===== src/rtl/uart_tx_packetizer.sv =====
// uart_tx_packetizer: frames one multi-byte result word as
// header, payload bytes and an optional XOR checksum, pushing one byte per
// cycle into the UART TX byte FIFO and never writing while it is full.
module uart_tx_packetizer #(
  parameter int         NUM_BYTES   = 4,
  parameter logic [7:0] HEADER_BYTE = 8'hA5,
  parameter bit         CHECKSUM_ON = 1'b1,
  parameter bit         LSB_FIRST   = 1'b0
) (
  input  logic                   i_clk,
  input  logic                   i_rst_n,
  input  logic [8*NUM_BYTES-1:0] i_data,
  input  logic                   i_valid,
  output logic                   o_ready,
  input  logic                   i_fifo_full,
  output logic                   o_fifo_wr_en,
  output logic [7:0]             o_fifo_wr_data,
  output logic                   o_busy
);

  localparam int IDX_W = (NUM_BYTES > 1) ? $clog2(NUM_BYTES) : 1;
  localparam logic [IDX_W-1:0] LAST_IDX = IDX_W'(NUM_BYTES - 1);

  typedef enum logic [1:0] {
    IDLE,
    HEADER,
    PAYLOAD,
    CHECK
  } state_t;

  state_t                 state;
  state_t                 state_next;
  logic [IDX_W-1:0]       idx;
  logic [IDX_W-1:0]       idx_next;
  logic [7:0]             csum;
  logic [7:0]             csum_next;
  logic [8*NUM_BYTES-1:0] word;
  logic [8*NUM_BYTES-1:0] word_next;
  logic [7:0]             payload_byte;
  logic                   can_write;

  // A byte may only leave when the FIFO has room; a cycle held in reset never
  // writes, so a frame interrupted by reset is cut off immediately.
  assign can_write = i_rst_n && !i_fifo_full;

  // Pick the payload byte addressed by idx, honouring the byte order.
  always_comb begin
    payload_byte = 8'h00;
    for (int i = 0; i < NUM_BYTES; i++) begin
      if (idx == IDX_W'(i)) begin
        if (LSB_FIRST) begin
          payload_byte = word[8*i +: 8];
        end else begin
          payload_byte = word[8*(NUM_BYTES-1-i) +: 8];
        end
      end
    end
  end

  // Next-state and output decode; everything advances only on a real write.
  always_comb begin
    state_next     = state;
    idx_next       = idx;
    csum_next      = csum;
    word_next      = word;
    o_ready        = 1'b0;
    o_busy         = 1'b1;
    o_fifo_wr_en   = 1'b0;
    o_fifo_wr_data = 8'h00;
    case (state)
      IDLE: begin
        o_ready = 1'b1;
        o_busy  = 1'b0;
        if (i_valid) begin
          word_next  = i_data;
          csum_next  = HEADER_BYTE;
          idx_next   = '0;
          state_next = HEADER;
        end
      end
      HEADER: begin
        o_fifo_wr_data = HEADER_BYTE;
        o_fifo_wr_en   = can_write;
        if (can_write) begin
          state_next = PAYLOAD;
        end
      end
      PAYLOAD: begin
        o_fifo_wr_data = payload_byte;
        o_fifo_wr_en   = can_write;
        if (can_write) begin
          csum_next = csum ^ payload_byte;
          if (idx == LAST_IDX) begin
            idx_next   = '0;
            state_next = CHECKSUM_ON ? CHECK : IDLE;
          end else begin
            idx_next = idx + 1'b1;
          end
        end
      end
      CHECK: begin
        o_fifo_wr_data = csum;
        o_fifo_wr_en   = can_write;
        if (can_write) begin
          state_next = IDLE;
        end
      end
      default: begin
        state_next = IDLE;
        idx_next   = '0;
        csum_next  = 8'h00;
        word_next  = '0;
        o_ready    = 1'b1;
        o_busy     = 1'b0;
      end
    endcase
  end

  // State, index, checksum and word registers with synchronous reset.
  always_ff @(posedge i_clk) begin
    if (!i_rst_n) begin
      state <= IDLE;
      idx   <= '0;
      csum  <= 8'h00;
      word  <= '0;
    end else begin
      state <= state_next;
      idx   <= idx_next;
      csum  <= csum_next;
      word  <= word_next;
    end
  end

endmodule


===== config.mk =====
export PLATFORM = sky130hd
export DESIGN_NAME = uart_tx_packetizer
export DESIGN_NICKNAME = d
export VERILOG_FILES = /design/src/rtl/uart_tx_packetizer.sv
export SDC_FILE = /design/constraint.sdc
export NUM_CORES = 1
export LEC_CHECK = 0
export ABC_CLOCK_PERIOD_IN_PS = 1910
export BUFFER_PORTS_ARGS = -buffer_cell sky130_fd_sc_hd__buf_2
export CAP_MARGIN = 15
export CORE_MARGIN = 4
export CORE_UTILIZATION = 45
export DETAILED_ROUTE_END_ITERATION = 6
export GPL_ROUTABILITY_DRIVEN = 0
export PLACE_DENSITY = 0.7
export SYNTH_ARGS = -nofsm -noshare
export SYNTH_HDL_FRONTEND = slang
export SYNTH_SLANG_ARGS = --single-unit

===== constraint.sdc =====
create_clock -name i_clk -period 1.91 [get_ports i_clk]
set_clock_uncertainty 0.1 [all_clocks]
set_input_delay 0.191 -clock i_clk [delete_from_list [all_inputs] [get_ports i_clk]]
set_output_delay 0.191 -clock i_clk [all_outputs]
set_load 0.005 [all_outputs]

==> impl_metrics.ini, run 1 <==
[clock_network]
worst_skew_pair.late_latency_ns = 0.29
clk_path_buf_depth = 2
tritoncts = built
clk_transition_reported_paths_ns = 0.08
cts-htree-levels = 2
cts.sinks = 44
clk_root_buffer_cell = clkbuf_8
hold_buffers = 0
cts_made_buffers = 5

[synthesis]
cell_area_after_synthesis_sq_um = 2236
postSynthNetCount = 340
synth.lib_cells_used.distinct = 35
synth_top_cells_by_area = dfxtp_1, nand2_1, a21oi_1, ha_1, a31oi_1
synth.yosys.warnings = 0
synthesis.area_per_instance_sq_um = 7.554
seq_total_area_yosys_pct = 39.40
yosys_top_cell_by_area = dfxtp_1
post_synth_inst_count = 296
synth_top_area_share_pct = 39.40
synth_seq_cells = 44

[die]
io_pins = 47
chipWidth_microns = 78.49
placement_rows = 25
die_area_sq_um = 6161
design.core.area_sq_um = 4755
die_height_microns = 78.49
floorplan.initialDensity_pct = 47.03

[sta]
tightest_slew_ns = 0.4090
slew_headroom_pct = 72.74
timing.final.ws_setup_ns = -0.2096
finalCriticalPeriod_ns = 2.120
tns_ns = -1.447
maxSlewViolCount = 0
unrepaired_setup_endpoints_after_global_routing = true
max_freq_mhz = 471.8
timing.final.crit_share_pct = 111.0
hold_viol = 0
setup_violations = 8

[critical_path]
critical_path_required_ns = 1.62
worst-r2r-cell-count = 8
timing.critical_path.from_type = register
cp_max_fo = 5
r2r-end = csum[0]$_SDFFE_PN0P_
wp_data_arrival_ns = 1.83
r2r_slack_ns = 0.10
cp-end-kind = output pin
r2r-start = idx[1]$_SDFFE_PN0P_
setup.worst_path.class = reg -> out

[routing]
detail_route.iter0.violations = 174
drt_drc_violations_left = 0
dr.pass1.iters = 4
wl_per_cell_microns = 13.34
vias = 2268
detail-route-antenna-nets = 0
route.final.wire_length_microns = 5856
detail_route.vias_per_cell = 5.166

[final_layout]
nNetsFinal = 415
final_layout_size_suffix_gt1_share_pct = 30.65
final_cell_count_no_fill = 439
area.sequential_sq_um = 888.4
layout-area-overhead-vs-synth_pct = 34.92
final.fill_count = 430
multi_input_comb_area_sq_um = 1294
antenna_fix_cells = 0

[global_routing]
grt_use_total_pct = 19.42
grt_overflow = 0
global_route_wire_length_before_repair_microns = 9549
grt_max_degree = 24
initial_antenna_violation_count = 0
first_global_vias = 2122

[power]
power-per-cell-area_nw_per_um2 = 1219
net-switching-power_mw = 1.363
vdd_ir_drop_max_v = 0.0008742
switching_share_pct = 37.07
clock_power_share_pct = 21.0
static_leakage_nw = 1.282
power.combinational.fraction_pct = 45.6
internal_power_mw = 2.314
seq_power_share_pct = 33.4

[hold_path]
min-delay-start = i_data[21]
timing.hold.worst_path_depth = 3
timing.hold.worst_endpoint = word[21]$_SDFFE_PN0P_
hold_path_class = in -> reg

[place]
place.detailed.hpwl_microns = 4206
preCtsSetupSlack_ns = -0.1313
port_buffers = 46
dp_cells = 418

[status]
status = finished, violations left
failed_checks = setup timing

[job]
drv.max_cap_violation_count = 0
cell usage in the layout, fill, tap and decap left out, drive strengths merged:
| cell | netlist | final |
|---|---|---|
| a211oi | 5 | 5 |
| inv | 13 | 13 |
| clkbuf | 17 | 7 |
| nor3b | 4 | 4 |
| ha | 8 | 8 |
| a31oi | 12 | 12 |
| nor3 | 4 | 4 |
| o21ai | 4 | 4 |
| and3 | 1 | 1 |
| nand3 | 9 | 9 |
| a311oi | 1 | 1 |
| mux2i | 1 | 1 |
| dfxtp | 44 | 44 |
| nand2b | 2 | 2 |
| or2 | 1 | 1 |
| a21boi | 1 | 1 |
| nand2 | 85 | 85 |
| o21a | 1 | 1 |
| a32oi | 4 | 4 |
| buf | 3 | 88 |
| and2 | 1 | 1 |
| a41o | 4 | 4 |
| nor2 | 12 | 12 |
| o211ai | 4 | 4 |
| nor2b | 5 | 5 |
| nand3b | 5 | 5 |
| clkinv | 1 | 1 |
| a21oi | 35 | 35 |
| bufinv | 0 | 1 |
| a21o | 5 | 5 |
| a221oi | 4 | 4 |
worst max-delay path, stage by stage, from the launching register on:
cell,delay (ns)
dfxtp_4,0.37
inv_4,0.07
buf_6,0.10
ha_4,0.15
buf_6,0.11
nand2_2,0.05
o211ai_1,0.30
a32oi_1,0.16
nor2_1,0.11
buf_2,0.12
cells by family (layout without fill, tap and decap cells):
family                   Yosys count  after routing  synth area share [%]
AO/OA/AOI/OAI                     80             80                 24.18
buffers and inverters             34            110                 6.155
flip-flops                        44             44                 39.40
AND/OR/NAND/NOR                  129            129                 25.35
multiplexers                       1              1                0.4477
adder cells (fa/ha/maj)            8              8                 4.477
layer usage:
metal  track usage (%)  wire length (microns)  up-vias
met3             4.243                    416        7
met5                 0                      0        -
met1             25.48                   2634     1025
li1                  -                      -     1163
met2             31.68                   2721       73
met4             6.294                     83        0
worst max path at each step:
| stage | start | to | slack [ns] | cells past startpoint |
|---|---|---|---|---|
| floorplan | idx[0]$_SDFFE_PN0P_ | o_fifo_wr_data[5] | 0.02 | 7 |
| global placement | idx[0]$_SDFFE_PN0P_ | o_fifo_wr_data[5] | -0.09 | 7 |
| detailed placement | idx[0]$_SDFFE_PN0P_ | o_fifo_wr_data[5] | -0.13 | 7 |
| CTS | idx[1]$_SDFFE_PN0P_ | o_fifo_wr_data[4] | -0.22 | 9 |
| global route | idx[1]$_SDFFE_PN0P_ | o_fifo_wr_data[6] | -0.31 | 9 |
| finish | idx[1]$_SDFFE_PN0P_ | o_fifo_wr_data[4] | -0.21 | 9 |
power groups by stage:
| stage | Combinational [mW] | Sequential (mW) | Clock [mW] |
|---|---|---|---|
| 6_report | 1.68 | 1.23 | 0.772 |
| 5_1_grt | 1.87 | 1.25 | 0.832 |
| 4_1_cts | 1.64 | 1.23 | 0.788 |
| 3_5_place_dp | 1.58 | 1.24 | 0 |
| 3_3_place_gp | 1.57 | 1.24 | 0 |
| 2_1_floorplan | 0.999 | 1.22 | 0 |
state kept, by name, indices dropped and copies added (netlist names):
register / count
csum: 8
idx: 2
state: 2
word: 32
metrics by stage:
step                      hold slack (ns)  utilization [%]  area, sq um  total power, mW
final                             0.02541            63.45         3017            3.677
after detailed placement           0.3376            56.68         2695            2.826
after global placement             0.3320            56.68         2695            2.806
after global routing              0.02625            63.45         3017            3.945
after floorplan                    0.2085                -         2236            2.222
after CTS                         0.02060            61.79         2938            3.660
cells in the mapped netlist:
cell,instances
and2_0,1
nor2b_1,5
nand2b_1,1
o21ai_0,4
mux2i_1,1
a21oi_1,35
a211oi_4,1
nor3_1,4
nand2b_2,1
or2_1,1
and3_1,1
nand3_2,1
o211ai_1,4
buf_6,1
clkbuf_1,17
buf_2,2
a221oi_1,1
a41o_1,4
a21o_1,5
nand3b_1,5
a221oi_2,3
a32oi_1,4
a21boi_1,1
clkinv_1,1
ha_1,8
inv_1,13
a311oi_1,1
a211oi_1,4
nand2_1,85
a31oi_1,12
dfxtp_1,44
nand3_1,8
nor3b_1,4
o21a_1,1
nor2_1,12
cell type report:
cell class	count	share of cell area (%)
Clock inverter	1	0.9954
Tap cell	67	2.779
Clock buffer	7	3.194
Inverter	14	1.825
Timing Repair Buffer	88	18.87
Multi-Input combinational cell	218	42.89
Sequential cell	44	29.45
repair_timing:
action | CTS | global route
setup endpoints to repair | 11 | 9
cloned | 0 | 0
gates resized for setup | 24 | 3
pin swaps | 8 | 10
buffers inserted | 5 | 8
Power figures use the tool's default switching activity.
==> inputs of run 2 (changes only) <==
Settings changed: GPL_ROUTABILITY_DRIVEN 0 to 1, PLACE_DENSITY 0.7 to not set, PLACE_DENSITY_LB_ADDON set to 0.08.
==> impl_metrics.ini, run 2 (synthesis results as in run 1) <==
[sta]
tns_ns = -1.463
unrepaired_setup_endpoints_after_global_routing = true
setup_violations = 8
timing.final.ws_setup_ns = -0.2306
finalCriticalPeriod_ns = 2.141
hold_viol = 0
slew_headroom_pct = 74.36
timing.final.crit_share_pct = 112.1
maxSlewViolCount = 0
tightest_slew_ns = 0.3845
final.hold.worst_slack_ns = 0.01958
max_freq_mhz = 467.2

[routing]
detail-route-antenna-nets = 0
detailroute.wirelength.met2_microns = 2826
route.final.wire_length_microns = 6122
highest-signal-layer = met4
detail_route.vias_per_cell = 5.224
dr.pass1.iters = 5
wl_per_cell_microns = 14.01
drt_drc_violations_left = 0
vias = 2283
detail_route.iter0.violations = 204
wl_met1_microns = 2781
met3_length_microns = 403

[final_layout]
largest_register_ff_count = 32
registers.top_by_ff_count = word
final.fill_count = 450
area.sequential_sq_um = 888.4
nNetsFinal = 413
postLayoutCoreUtil_pct = 62.92
layout-area-overhead-vs-synth_pct = 33.80
final_cell_count_no_fill = 437
multi_input_comb_area_sq_um = 1306
biggest_registers_after_layout = word: 32 flops, csum: 8 flops
final_layout_size_suffix_gt1_share_pct = 31.35
antenna_fix_cells = 0
mostFrequentLayoutCell = nand2_1
final_cell_mix = nand2_1, buf_2, dfxtp_1, a21oi_1, buf_4

[hold_path]
hold_path_class = in -> reg
min-delay-start = i_data[12]

[power]
static_leakage_nw = 1.258
power-per-cell-area_nw_per_um2 = 1192
design_power_total_mw = 3.565
vdd_ir_drop_max_v = 0.0006538

[critical_path]
timing.critical_path.from_type = register
critPathSlowestCell = dfxtp_4
critPathMostFrequentCell = buf_6
worstPathBufferInverterCount = 4
cp_max_fo = 5
worstPathCellList = inv_4 > buf_6 > ha_4 > buf_6 > nand2_2 > o211ai_1 > a32oi_1 > nor2_1 > buf_2
critical_path.startpoint = idx[1]$_SDFFE_PN0P_
timing.critical_path.max_delay_family = compound AO/OA/AOI/OAI gates
wp_data_arrival_ns = 1.85
cp-end-kind = output pin
setup.worst_path.class = reg -> out
crit_path_max_incr_delay_ns = 0.38
critical_path_required_ns = 1.62
r2r-start = idx[1]$_SDFFE_PN0P_

[global_routing]
global_route_wire_length_before_repair_microns = 9880
grt_use_total_pct = 20.27
grt_max_degree = 19
first_global_vias = 2121
initial_antenna_violation_count = 0
grt_overflow = 0

[die]
placement_rows = 25
io_pins = 47
chipWidth_microns = 78.49
die_height_microns = 78.49
design.core.area_sq_um = 4755
floorplan.initialDensity_pct = 47.03
die_area_sq_um = 6161

[clock_network]
cts.sinks = 44
clk_transition_reported_paths_ns = 0.08
cts_made_buffers = 5
hold_buffers = 0
tritoncts = built
cts-htree-levels = 2
clk_root_buffer_cell = clkbuf_8
clk_path_buf_depth = 2
worst_skew_pair.late_latency_ns = 0.30

[job]
drv.max_cap_violation_count = 0

[place]
place.detailed.hpwl_microns = 4398
dp_cells = 423
routability_congestion = 0.8440
port_buffers = 46

[status]
status = finished, violations left
failed_checks = setup timing
-- run 2: report_power, final --
| group | total (mW) | internal, mW | switching [mW] |
|---|---|---|---|
| logic | 1.71 | 0.757 | 0.954 |
| clock network | 0.616 | 0.294 | 0.322 |
| registers | 1.24 | 1.11 | 0.126 |
| total | 3.57 | 2.16 | 1.40 |
-- run 2: what timing repair did --
| action | 4_1_cts | 5_1_grt |
|---|---|---|
| setup buffers | 4 | 2 |
| pin swaps | 16 | 11 |
| setup endpoints to repair | 11 | 16 |
| gates resized for setup | 28 | 7 |
-- run 2: final timing paths --
path                                               to  slack, ns  cells after the start
worst min register to register  word[17]$_SDFFE_PN0P_       0.36                      2
worst min-delay path            word[12]$_SDFFE_PN0P_       0.02                      3
worst max register to register   csum[3]$_SDFFE_PN0P_       0.12                      9
worst max-delay path                o_fifo_wr_data[3]      -0.23                      9
-- run 2: layout make-up --
cell class	instances	area share, %
Clock inverter	1	0.2509
Clock buffer	7	2.886
Inverter	14	1.924
Timing Repair Buffer	86	18.78
Multi-Input combinational cell	218	43.66
Sequential cell	44	29.69
Tap cell	67	2.802
-- run 2: per-stage QoR --
stage,setup slack [ns],area [sq um]
6_report,-0.2306,2992
5_1_grt,-0.3232,2992
4_1_cts,-0.2356,2953
3_5_place_dp,-0.1545,2733
3_3_place_gp,-0.1323,2733
2_1_floorplan,0.02189,2236
-- run 2: layer usage --
| metal | track usage (%) | vias to the layer above |
|---|---|---|
| li1 | - | 1159 |
| met1 | 26.96 | 1041 |
| met2 | 32.19 | 72 |
| met3 | 4.243 | 11 |
| met4 | 7.692 | 0 |
| met5 | 0 | - |
-- run 2: worst register-to-register path, delay by kind of cell, from the launching register on --
kind / cells / cell delay [ns]
adders and majority gates: 1 / 0.16
AOI/OAI and AO/OA: 3 / 0.53
and+or+nand+nor: 1 / 0.05
buffers and inverters: 4 / 0.46
DFF: 1 / 0.38
==> inputs of run 3 (changes only) <==
Settings changed: ABC_AREA set to 1.
==> impl_metrics.ini, run 3 <==
[die]
die_height_microns = 78.06
chipWidth_microns = 78.06
io_pins = 47
placement_rows = 25
die_area_sq_um = 6093
design.core.area_sq_um = 4723
floorplan.initialDensity_pct = 46.75

[global_routing]
first_global_vias = 2025
initial_antenna_violation_count = 0
global_route_wire_length_before_repair_microns = 9114
grt_overflow = 0
grt_use_total_pct = 18.50
grt_max_degree = 31

[synthesis]
synth_enable_flop_cells = 0
synthesis.area_per_instance_sq_um = 6.612
cell_area_after_synthesis_sq_um = 2208
synth_top_cells_by_area = dfxtp_1, nor2_1, nand2_1, o21ai_0, a21oi_1
postSynthNetCount = 378
synth_top_area_share_pct = 39.89
async_reset_ff_share_pct = 0
seq_total_area_yosys_pct = 39.89
yosys_top_cell_by_area = dfxtp_1
synth.yosys.warnings = 0
synth.lib_cells_used.distinct = 22
synth-main-ff-cell = dfxtp_1
post_synth_inst_count = 334
ys_top_cells_by_count = nor2_1, nand2_1, dfxtp_1
yosysMostFrequentCell = nor2_1
synth_seq_cells = 44

[routing]
route.final.wire_length_microns = 5469
vias = 2210
dr.pass1.iters = 4
detail_route.iter0.violations = 135
detail-route-antenna-nets = 0
detail_route.vias_per_cell = 4.836
wl_per_cell_microns = 11.97
drt_drc_violations_left = 0

[final_layout]
final_cell_mix = nor2_1, nand2_1, buf_2, dfxtp_1, o21ai_0
mostFrequentLayoutCell = nor2_1
final_layout_size_suffix_gt1_share_pct = 29.49
registers.top_by_ff_count = word
antenna_fix_cells = 0
largest_register_ff_count = 32
nNetsFinal = 433
final_cell_count_no_fill = 457
layout-area-overhead-vs-synth_pct = 29.29
biggest_registers_after_layout = word: 32 flops, csum: 8 flops

[critical_path]
critPathSlowestCell = dfxtp_4
worstPathBufferInverterCount = 3
timing.critical_path.from_type = register
cp_max_fo = 4
timing.critical_path.max_delay_family = flip-flops
critPathMostFrequentCell = nand2_1
worstPathCellList = inv_4 > ha_4 > inv_2 > nor2_4 > nand2_1 > a21o_1 > nand2_2 > nand2_1 > a21oi_2 > buf_2
crit_path_max_incr_delay_ns = 0.38
critical_path_required_ns = 1.62
wp_data_arrival_ns = 1.70
setup.worst_path.class = reg -> out
cp-end-kind = output pin

[place]
port_buffers = 46
routability_congestion = 0.8291
dp_cells = 443
place.detailed.hpwl_microns = 3927
preCtsSetupSlack_ns = -0.01482

[clock_network]
cts.sinks = 44
hold_buffers = 0
cts-htree-levels = 2
clk_root_buffer_cell = clkbuf_8
worst_skew_pair.late_latency_ns = 0.29
clk_path_buf_depth = 2
cts_made_buffers = 5
tritoncts = built
clk_transition_reported_paths_ns = 0.08

[sta]
timing.final.ws_setup_ns = -0.08172
max_freq_mhz = 502.1
setup_violations = 8
unrepaired_setup_endpoints_after_global_routing = true
timing.final.crit_share_pct = 104.3
tightest_slew_ns = 0.5127
maxSlewViolCount = 0
hold_viol = 0
slew_headroom_pct = 65.77
final.hold.worst_slack_ns = 0.02221
finalCriticalPeriod_ns = 1.992
tns_ns = -0.4023

[job]
drv.max_cap_violation_count = 0

[status]
status = finished, violations left
failed_checks = setup timing

[power]
vdd_ir_drop_max_v = 0.0006681
power-per-cell-area_nw_per_um2 = 1277
static_leakage_nw = 1.315

[hold_path]
hold_path_class = in -> reg
[run 3: changes by cell type after synthesis, moves of 5 or more]
| cell | previous run | this run |
|---|---|---|
| nor2b_1 | 5 | 0 |
| nand3_1 | 8 | 19 |
| nor2_1 | 12 | 79 |
| inv_1 | 13 | 18 |
| nand3b_1 | 5 | 0 |
| inv_2 | 0 | 6 |
| a21oi_1 | 35 | 21 |
| a31oi_1 | 12 | 1 |
| nand2_1 | 85 | 63 |
| o21ai_0 | 4 | 27 |
| o21ai_1 | 0 | 19 |
| clkbuf_1 | 17 | 5 |
| buf_2 | 2 | 10 |
[run 3: timing repair]
| item | 4_1_cts | 5_1_grt |
|---|---|---|
| pin swaps | 13 | 9 |
| setup buffers | 5 | 1 |
| endpoints found under the setup margin | 8 | 9 |
| resized for setup | 41 | 11 |
[run 3: worst paths after layout]
check                                            from                    end  slack (ns)  cells past startpoint
worst max-delay path              idx[0]$_SDFFE_PN0P_      o_fifo_wr_data[4]       -0.08                     10
worst max register to register  state[1]$_SDFFE_PN0P_   csum[5]$_SDFFE_PN0P_        0.21                     11
worst min register to register  word[21]$_SDFFE_PN0P_  word[21]$_SDFFE_PN0P_        0.39                      2
worst min-delay path                       i_data[25]  word[25]$_SDFFE_PN0P_        0.02                      3
[run 3: routing by layer]
layer / wire [microns] / GRT usage (%)
met1: 2699 / 24.89
met2: 2351 / 29.20
met3: 346 / 4.817
met4: 72 / 5.420
met5: 0 / 0
[run 3: power by group]
| part | total [mW] | switching (mW) | internal, mW |
|---|---|---|---|
| logic | 1.58 | 0.918 | 0.667 |
| clock network | 0.702 | 0.314 | 0.388 |
| registers | 1.36 | 0.176 | 1.18 |
| total | 3.65 | 1.41 | 2.24 |
[run 3: stage by stage]
stage | util [%] | instance area (sq um) | power (mW)
floorplan | - | 2208 | 2.339
global placement | 53.88 | 2545 | 2.741
detailed placement | 53.88 | 2545 | 2.759
CTS | 59.47 | 2809 | 3.619
global route | 60.45 | 2855 | 3.955
finish | 60.45 | 2855 | 3.646
[run 3: kinds of logic after synthesis]
family / count (synthesis) / share of synthesized area, %
buffers and inverters: 42 / 8.215
adders and majority gates: 8 / 4.533
DFF: 44 / 39.89
and+or+nand+nor: 167 / 30.14
AOI/OAI and AO/OA: 73 / 17.22
[run 3: area by class of cell]
class,count,area (sq um)
fillers,454,1868
multi-input cells,248,1275
flip-flops and latches,44,888.4
repair buffers,65,396.6
inverters,25,103.9
well taps,67,83.83
clock buffers,6,72.57
clock inverters,2,35.03
[run 3: worst register-to-register path: stages, from the launching register on]
cell     delay [ns]
dfxtp_1        0.42
inv_1          0.10
ha_2           0.24
inv_2          0.08
nor2_1         0.05
a21oi_2        0.15
buf_12         0.17
nand3_1        0.09
nand2_1        0.07
nand3_1        0.06
nand2_1        0.06
inv_1          0.03
